<file path="src/rtl/shift_sequencer_pkg.sv">
// Shared types for the multi-cycle shift sequencer: shift op codes and controller states.
package shift_sequencer_pkg;

  localparam int unsigned DataW = 16;

  typedef enum logic [1:0] {
    ShNone = 2'b00,
    ShLsl  = 2'b01,
    ShLsr  = 2'b10,
    ShAsr  = 2'b11
  } shift_op_e;

  typedef enum logic [1:0] {
    StIdle  = 2'b00,
    StShift = 2'b01,
    StDone  = 2'b10
  } state_e;

endpackage

</file>
<file path="src/rtl/shift_sequencer_shifter.sv">
// Combinational 1-bit shifter: one LSL/LSR/ASR step per evaluation, pass-through for none.
module shift_sequencer_shifter
  import shift_sequencer_pkg::*;
(
  input  logic [DataW-1:0] din,
  input  shift_op_e        shift,
  output logic [DataW-1:0] sout
);

  always_comb begin
    sout = din;
    unique case (shift)
      ShNone: sout = din;
      ShLsl:  sout = {din[DataW-2:0], 1'b0};
      ShLsr:  sout = {1'b0, din[DataW-1:1]};
      ShAsr:  sout = {din[DataW-1], din[DataW-1:1]};
      default: sout = din;
    endcase
  end

endmodule

</file>
<file path="src/rtl/shift_sequencer.sv">
// Multi-position shift controller: applies the 1-bit shifter N times, one step per clock,
// then pulses done. Replaces a barrel shifter at the cost of N+1 cycles of latency.
module shift_sequencer
  import shift_sequencer_pkg::*;
#(
  parameter int unsigned CNT_W = 4
) (
  input  logic             clk,
  input  logic             reset_n,
  input  logic             start,
  input  logic [1:0]       op,
  input  logic [CNT_W-1:0] amount,
  input  logic [DataW-1:0] in,
  output logic             busy,
  output logic             done,
  output logic [DataW-1:0] result
);

  state_e           state_q, state_d;
  logic [DataW-1:0] acc_q, acc_d;
  logic [CNT_W-1:0] cnt_q, cnt_d;
  shift_op_e        op_q, op_d;
  logic [DataW-1:0] sout;

  shift_sequencer_shifter u_shifter (
    .din   (acc_q),
    .shift (op_q),
    .sout  (sout)
  );

  always_ff @(posedge clk or negedge reset_n) begin
    if (!reset_n) begin
      state_q <= StIdle;
      acc_q   <= '0;
      cnt_q   <= '0;
      op_q    <= ShNone;
    end else begin
      state_q <= state_d;
      acc_q   <= acc_d;
      cnt_q   <= cnt_d;
      op_q    <= op_d;
    end
  end

  always_comb begin
    state_d = state_q;
    acc_d   = acc_q;
    cnt_d   = cnt_q;
    op_d    = op_q;
    unique case (state_q)
      StIdle: begin
        if (start) begin
          acc_d = in;
          op_d  = shift_op_e'(op);
          cnt_d = amount;
          // Zero-length or no-op jobs skip straight to DONE with result = in.
          if (amount == '0 || shift_op_e'(op) == ShNone) begin
            state_d = StDone;
          end else begin
            state_d = StShift;
          end
        end
      end
      StShift: begin
        acc_d = sout;
        cnt_d = cnt_q - CNT_W'(1);
        if (cnt_q == CNT_W'(1)) begin
          state_d = StDone;
        end
      end
      StDone: state_d = StIdle;
      default: state_d = StIdle;
    endcase
  end

  assign busy   = (state_q == StShift);
  assign done   = (state_q == StDone);
  assign result = acc_q;

endmodule

</file>
<file path="config.mk">
export PLATFORM = sky130hd
export DESIGN_NAME = shift_sequencer
export DESIGN_NICKNAME = d
export VERILOG_FILES = /design/src/rtl/shift_sequencer_pkg.sv /design/src/rtl/shift_sequencer_shifter.sv /design/src/rtl/shift_sequencer.sv
export SDC_FILE = /design/constraint.sdc
export NUM_CORES = 1
export LEC_CHECK = 0
export ABC_AREA = 1
export BUFFER_PORTS_ARGS = -buffer_cell sky130_fd_sc_hd__buf_4
export CORE_MARGIN = 4
export CORE_UTILIZATION = 51
export DETAILED_ROUTE_END_ITERATION = 6
export PLACE_DENSITY = 0.88
export SLEW_MARGIN = 20
export SYNTH_ARGS = -nofsm -noshare
export SYNTH_HDL_FRONTEND = slang
export SYNTH_SLANG_ARGS = --single-unit
</file>
<file path="constraint.sdc">
create_clock -name clk -period 1.5 [get_ports clk]
set_input_delay 0.225 -clock clk [delete_from_list [all_inputs] [get_ports clk]]
set_output_delay 0.225 -clock clk [all_outputs]
set_load 0.05 [all_outputs]
</file>
# Yosys cells after proc, flatten, opt, wreduce, memory -nomap -nowiden
# Cells that the tools add are included.
# word_totals
reg_bits	24
latch_bits	0
ram_bits	0
romBits	0
elab_cells	36
memories	0
# op_classes
add_sub_neg	1
n_mul	0
div_mod_pow	0
order_cmp	0
n_eq_ne	10
n_shift	0
n_mux	9
n_bitwise	0
reduce_logical	11
# ops
cell	n
$pmux W16 S3	1
$pmux W16 S2	1
$mux W16	1
$pmux W4 S2	1
$eq A2 B2 Y1 const B	3
$logic_not A2 Y1	3
$mux W2	3
$ne A2 B2 Y1 const B	3
$reduce_and A2 Y1	3
$eq A2 B1 Y1 const B	2
$eq A4 B1 Y1 const B	1
$logic_not A4 Y1	1
$mux W4	1
$pmux W2 S2	1
$reduce_and A4 Y1	1
$sub A4 B1 Y4 const B	1
$reduce_and A3 Y1	1
$ne A2 B1 Y1 const B	1
$reduce_bool A2 Y1	1
$logic_or A1 B1 Y1	1

# Longest topological paths before layout
# logic_depth
word_depth	5
ltp_mapped	8
ltp_nobuf	7

# By module
# Synthesis repeated with hierarchy kept, for this count alone.
# unflattened
hier_cells	217
area_unflattened_um2	1560.2
# by_module_without_submodules
mod	n_inst	cells_per_inst	area_each_um2	seq_area_each_um2
shift_sequencer	1	146	1197.4	600.6
shift_sequencer_shifter	1	71	362.8	0.0

# Worst setup path after synthesis
# Ideal clock, no wire load.
# synth_path
path_type	flip-flop to output port
from	reg state_q[1]
to	out done
t_arrival_ns	1.106
slack_ns	0.169
path_stages_with_launch	3
path_cell_list	dfrtp_1 inv_2 nor2_1
# synth_between
elab_chain_len	1
# synth_rtl
element	line_no	rtl
start, declared	shift_sequencer.sv:19	state_e state_q, state_d;
start signal, assigned	shift_sequencer.sv:33	state_q <= StIdle;
start signal, assigned	shift_sequencer.sv:38	state_q <= state_d;
$eq A2 B2 Y1	shift_sequencer.sv:77	assign done = (state_q == StDone);
end, declared	shift_sequencer.sv:15	output logic done,
# Every way passes these cells.

# Worst setup path after layout
# layout_path
from	reg state_q[0]
to	out busy
# layout_between
elab_chain_len	1
# layout_rtl
element	line_no	rtl
$eq A2 B1 Y1	shift_sequencer.sv:76	assign busy = (state_q == StShift);
end, declared	shift_sequencer.sv:14	output logic busy,
# Every way passes these cells.

==> out/metrics.yaml <==
status: "complete, no violations"
p_leak_nw: 1.12
antenna_found_initial: 0
setup-violations-final: 0
finalNetCount: 308
finalCritPeriodShare_pct: 94.8
power_mw: 4.73
core.rowCount: 19
wl_per_cell_um: 11.5
vias_per_cell: 5.00
cts.sinks: 24
cts_tree: "built"
synthToLayoutAreaGrowth_pct: 24.5
wl_met3_um: 193
root_buffer: "clkbuf_4"
crit_fanout: 5
grt_setup_unrepaired: "no"
tightest_slew_ns: 0.606
postCtsResizedCells: 0
grt_pass1_vias: 1348
slew_violations: 0
reg2reg_depth: 7
cap_violations: 0
min_to: "cnt_q[1]$_DFFE_PN0P_"
hp-start: "amount[1]"
top_layer: "met4"
ys_seq_area_share_pct: 39.9
dp.final_hpwl_mm: 2.63
syn_area_um2: 1500
yosysWarnings: 0
timing.fmax_mhz: 703
start_util_pct: 54.1
fin_setup_tns_ns: 0
die_y_um: 62.3
synth_cells: 237
r2r-end: "result[6]$_DFFE_PN0P_"
synth-seq-cells: 24
hold_viol_final: 0
hp-class: "primary input to flop"
die_w_um: 62.3
dp.cells: 306
final_cells: 310
cts_max_level: 1
syn-num-nets: 264
wl_met2_mm: 1.70
antenna_cells: 0
fin_crit_ns: 1.42
place.gp.congestion: 0.833
powerDensity_nw_per_um2: 2530
design.die.area_um2: 3880
finalWirelength_mm: 3.56
grt_max_degree: 25
numCtsBuffers: 3
track_usage_pct: 18.3
rr_startpoint: "state_q[1]$_DFFE_PN0P_"
ir_worst_vdd_mv: 1.73
drc: 0
whs_path_depth: 3
num_vias: 1549
slew_headroom_pct: 59.2
wl_met1_mm: 1.63
drt-initial-drc-count: 50
core_um2: 2780
path_class: "flop to output port"
syn_avg_cell_area_um2: 6.35
r2r_slack_ns: 0.16
required_ns: 1.27
grt_pass1_wl_mm: 5.95
ys_types: 20
dr.pass1.iters: 4
skew_ns: 0.00357
clk_latency_ns: 0.31
pin_count: 43
drtAntennaViolNets: 0
cp_data_arrival_time_ns: 1.20
grt.overflow.total: 0
portBuffers: 42
end_kind: "output port"
drive_gt1_share_pct: 20.4
cp-start-kind: "flop"
clock_path_buffers: 2
clk_pin_slew_ns: 0.13
-- flip-flops by register name, summed over array words and instances (netlist names) --
name and count:
state_q 2, op_q 2, cnt_q 4, result 16
-- placed cells by master, fill, tap and decap left out --
| cell type | instances |
|---|---|
| nand3_1 | 23 |
| nand4_1 | 1 |
| buf_4 | 46 |
| or2_2 | 1 |
| ha_1 | 2 |
| inv_2 | 3 |
| a21oi_1 | 2 |
| nor2_4 | 1 |
| inv_1 | 24 |
| nand2_1 | 126 |
| o21ai_0 | 6 |
| nand2_4 | 1 |
| clkbuf_4 | 3 |
| nand2_2 | 2 |
| o211ai_1 | 1 |
| nor3_1 | 1 |
| nor2_1 | 11 |
| dlygate4sd3_1 | 1 |
| dfrtp_1 | 24 |
-- synthesized netlist by cell type, drive strengths merged --
library cell / n / area, µm²
nand3: 23 / 115
o21ai: 6 / 30.0
inv: 27 / 101
nand2: 129 / 497
dfrtp: 24 / 601
a21oi: 2 / 10.0
buf: 8 / 47.5
nor2: 12 / 52.6
ha: 2 / 25.0
or2: 1 / 6.26
nor3: 1 / 5.00
o211ai: 1 / 7.51
nand4: 1 / 6.26
-- where the power goes --
group | internal (mW) | total (mW) | switching (mW) | leakage (nW)
clock network | 0.0939 | 0.286 | 0.193 | 0.0138
registers | 0.975 | 1.26 | 0.285 | 0.295
logic | 0.980 | 3.18 | 2.20 | 0.814
total | 2.05 | 4.73 | 2.68 | 1.12
-- per-layer routing --
| layer | track usage [%] | vias up |
|---|---|---|
| li1 | - | 802 |
| met1 | 26.1 | 702 |
| met2 | 28.9 | 41 |
| met3 | 2.34 | 4 |
| met4 | 5.57 | 0 |
| met5 | 0 | - |
-- cell type report --
type / count / area, µm²
well taps: 31 / 38.8
multi-input cells: 178 / 754
inverters: 27 / 101
clock buffers: 3 / 22.5
flip-flops and latches: 24 / 601
fillers: 257 / 908
repair buffers: 47 / 355
-- per-stage QoR --
stage          util [%]  setup WS, ns  hold WS (ns)  cell area, µm²
2_1_floorplan         -         0.169       -0.0706            1500
3_3_place_gp       66.2         0.258         0.141            1840
3_5_place_dp       66.2         0.193         0.143            1840
4_1_cts            67.3        0.0816         0.167            1870
5_1_grt            67.3        0.0324         0.173            1870
6_report           67.3        0.0783         0.159            1870
-- kinds of logic after synthesis --
logic type	share of synthesized area (%)
flip-flops	39.9
AND/OR/NAND/NOR	45.3
adder cells (fa/ha/maj)	1.66
buffers and inverters	9.90
AO/OA/AOI/OAI	3.16
-- worst max-delay path by stage --
| stage | depth (start not counted) | start | end |
|---|---|---|---|
| after global routing | 3 | state_q[0]$_DFFE_PN0P_ | busy |
| final | 3 | state_q[0]$_DFFE_PN0P_ | busy |
| after floorplan | 2 | state_q[1]$_DFFE_PN0P_ | done |
| after detailed placement | 7 | state_q[1]$_DFFE_PN0P_ | result[2]$_DFFE_PN0P_ |
| after global placement | 7 | state_q[1]$_DFFE_PN0P_ | result[11]$_DFFE_PN0P_ |
| after CTS | 3 | state_q[0]$_DFFE_PN0P_ | busy |
-- critical path: stages, from the launching register on --
cell and delay [ns]:
dfrtp_1 0.43, inv_2 0.09, nor2_4 0.14, buf_4 0.22
-- timing repair --
item / CTS / global route
hold buffers: 1 / 0
setup buffers: 0 / 0
endpoints found under the hold margin: 24 / 0
(Power assumes the default switching activity.)
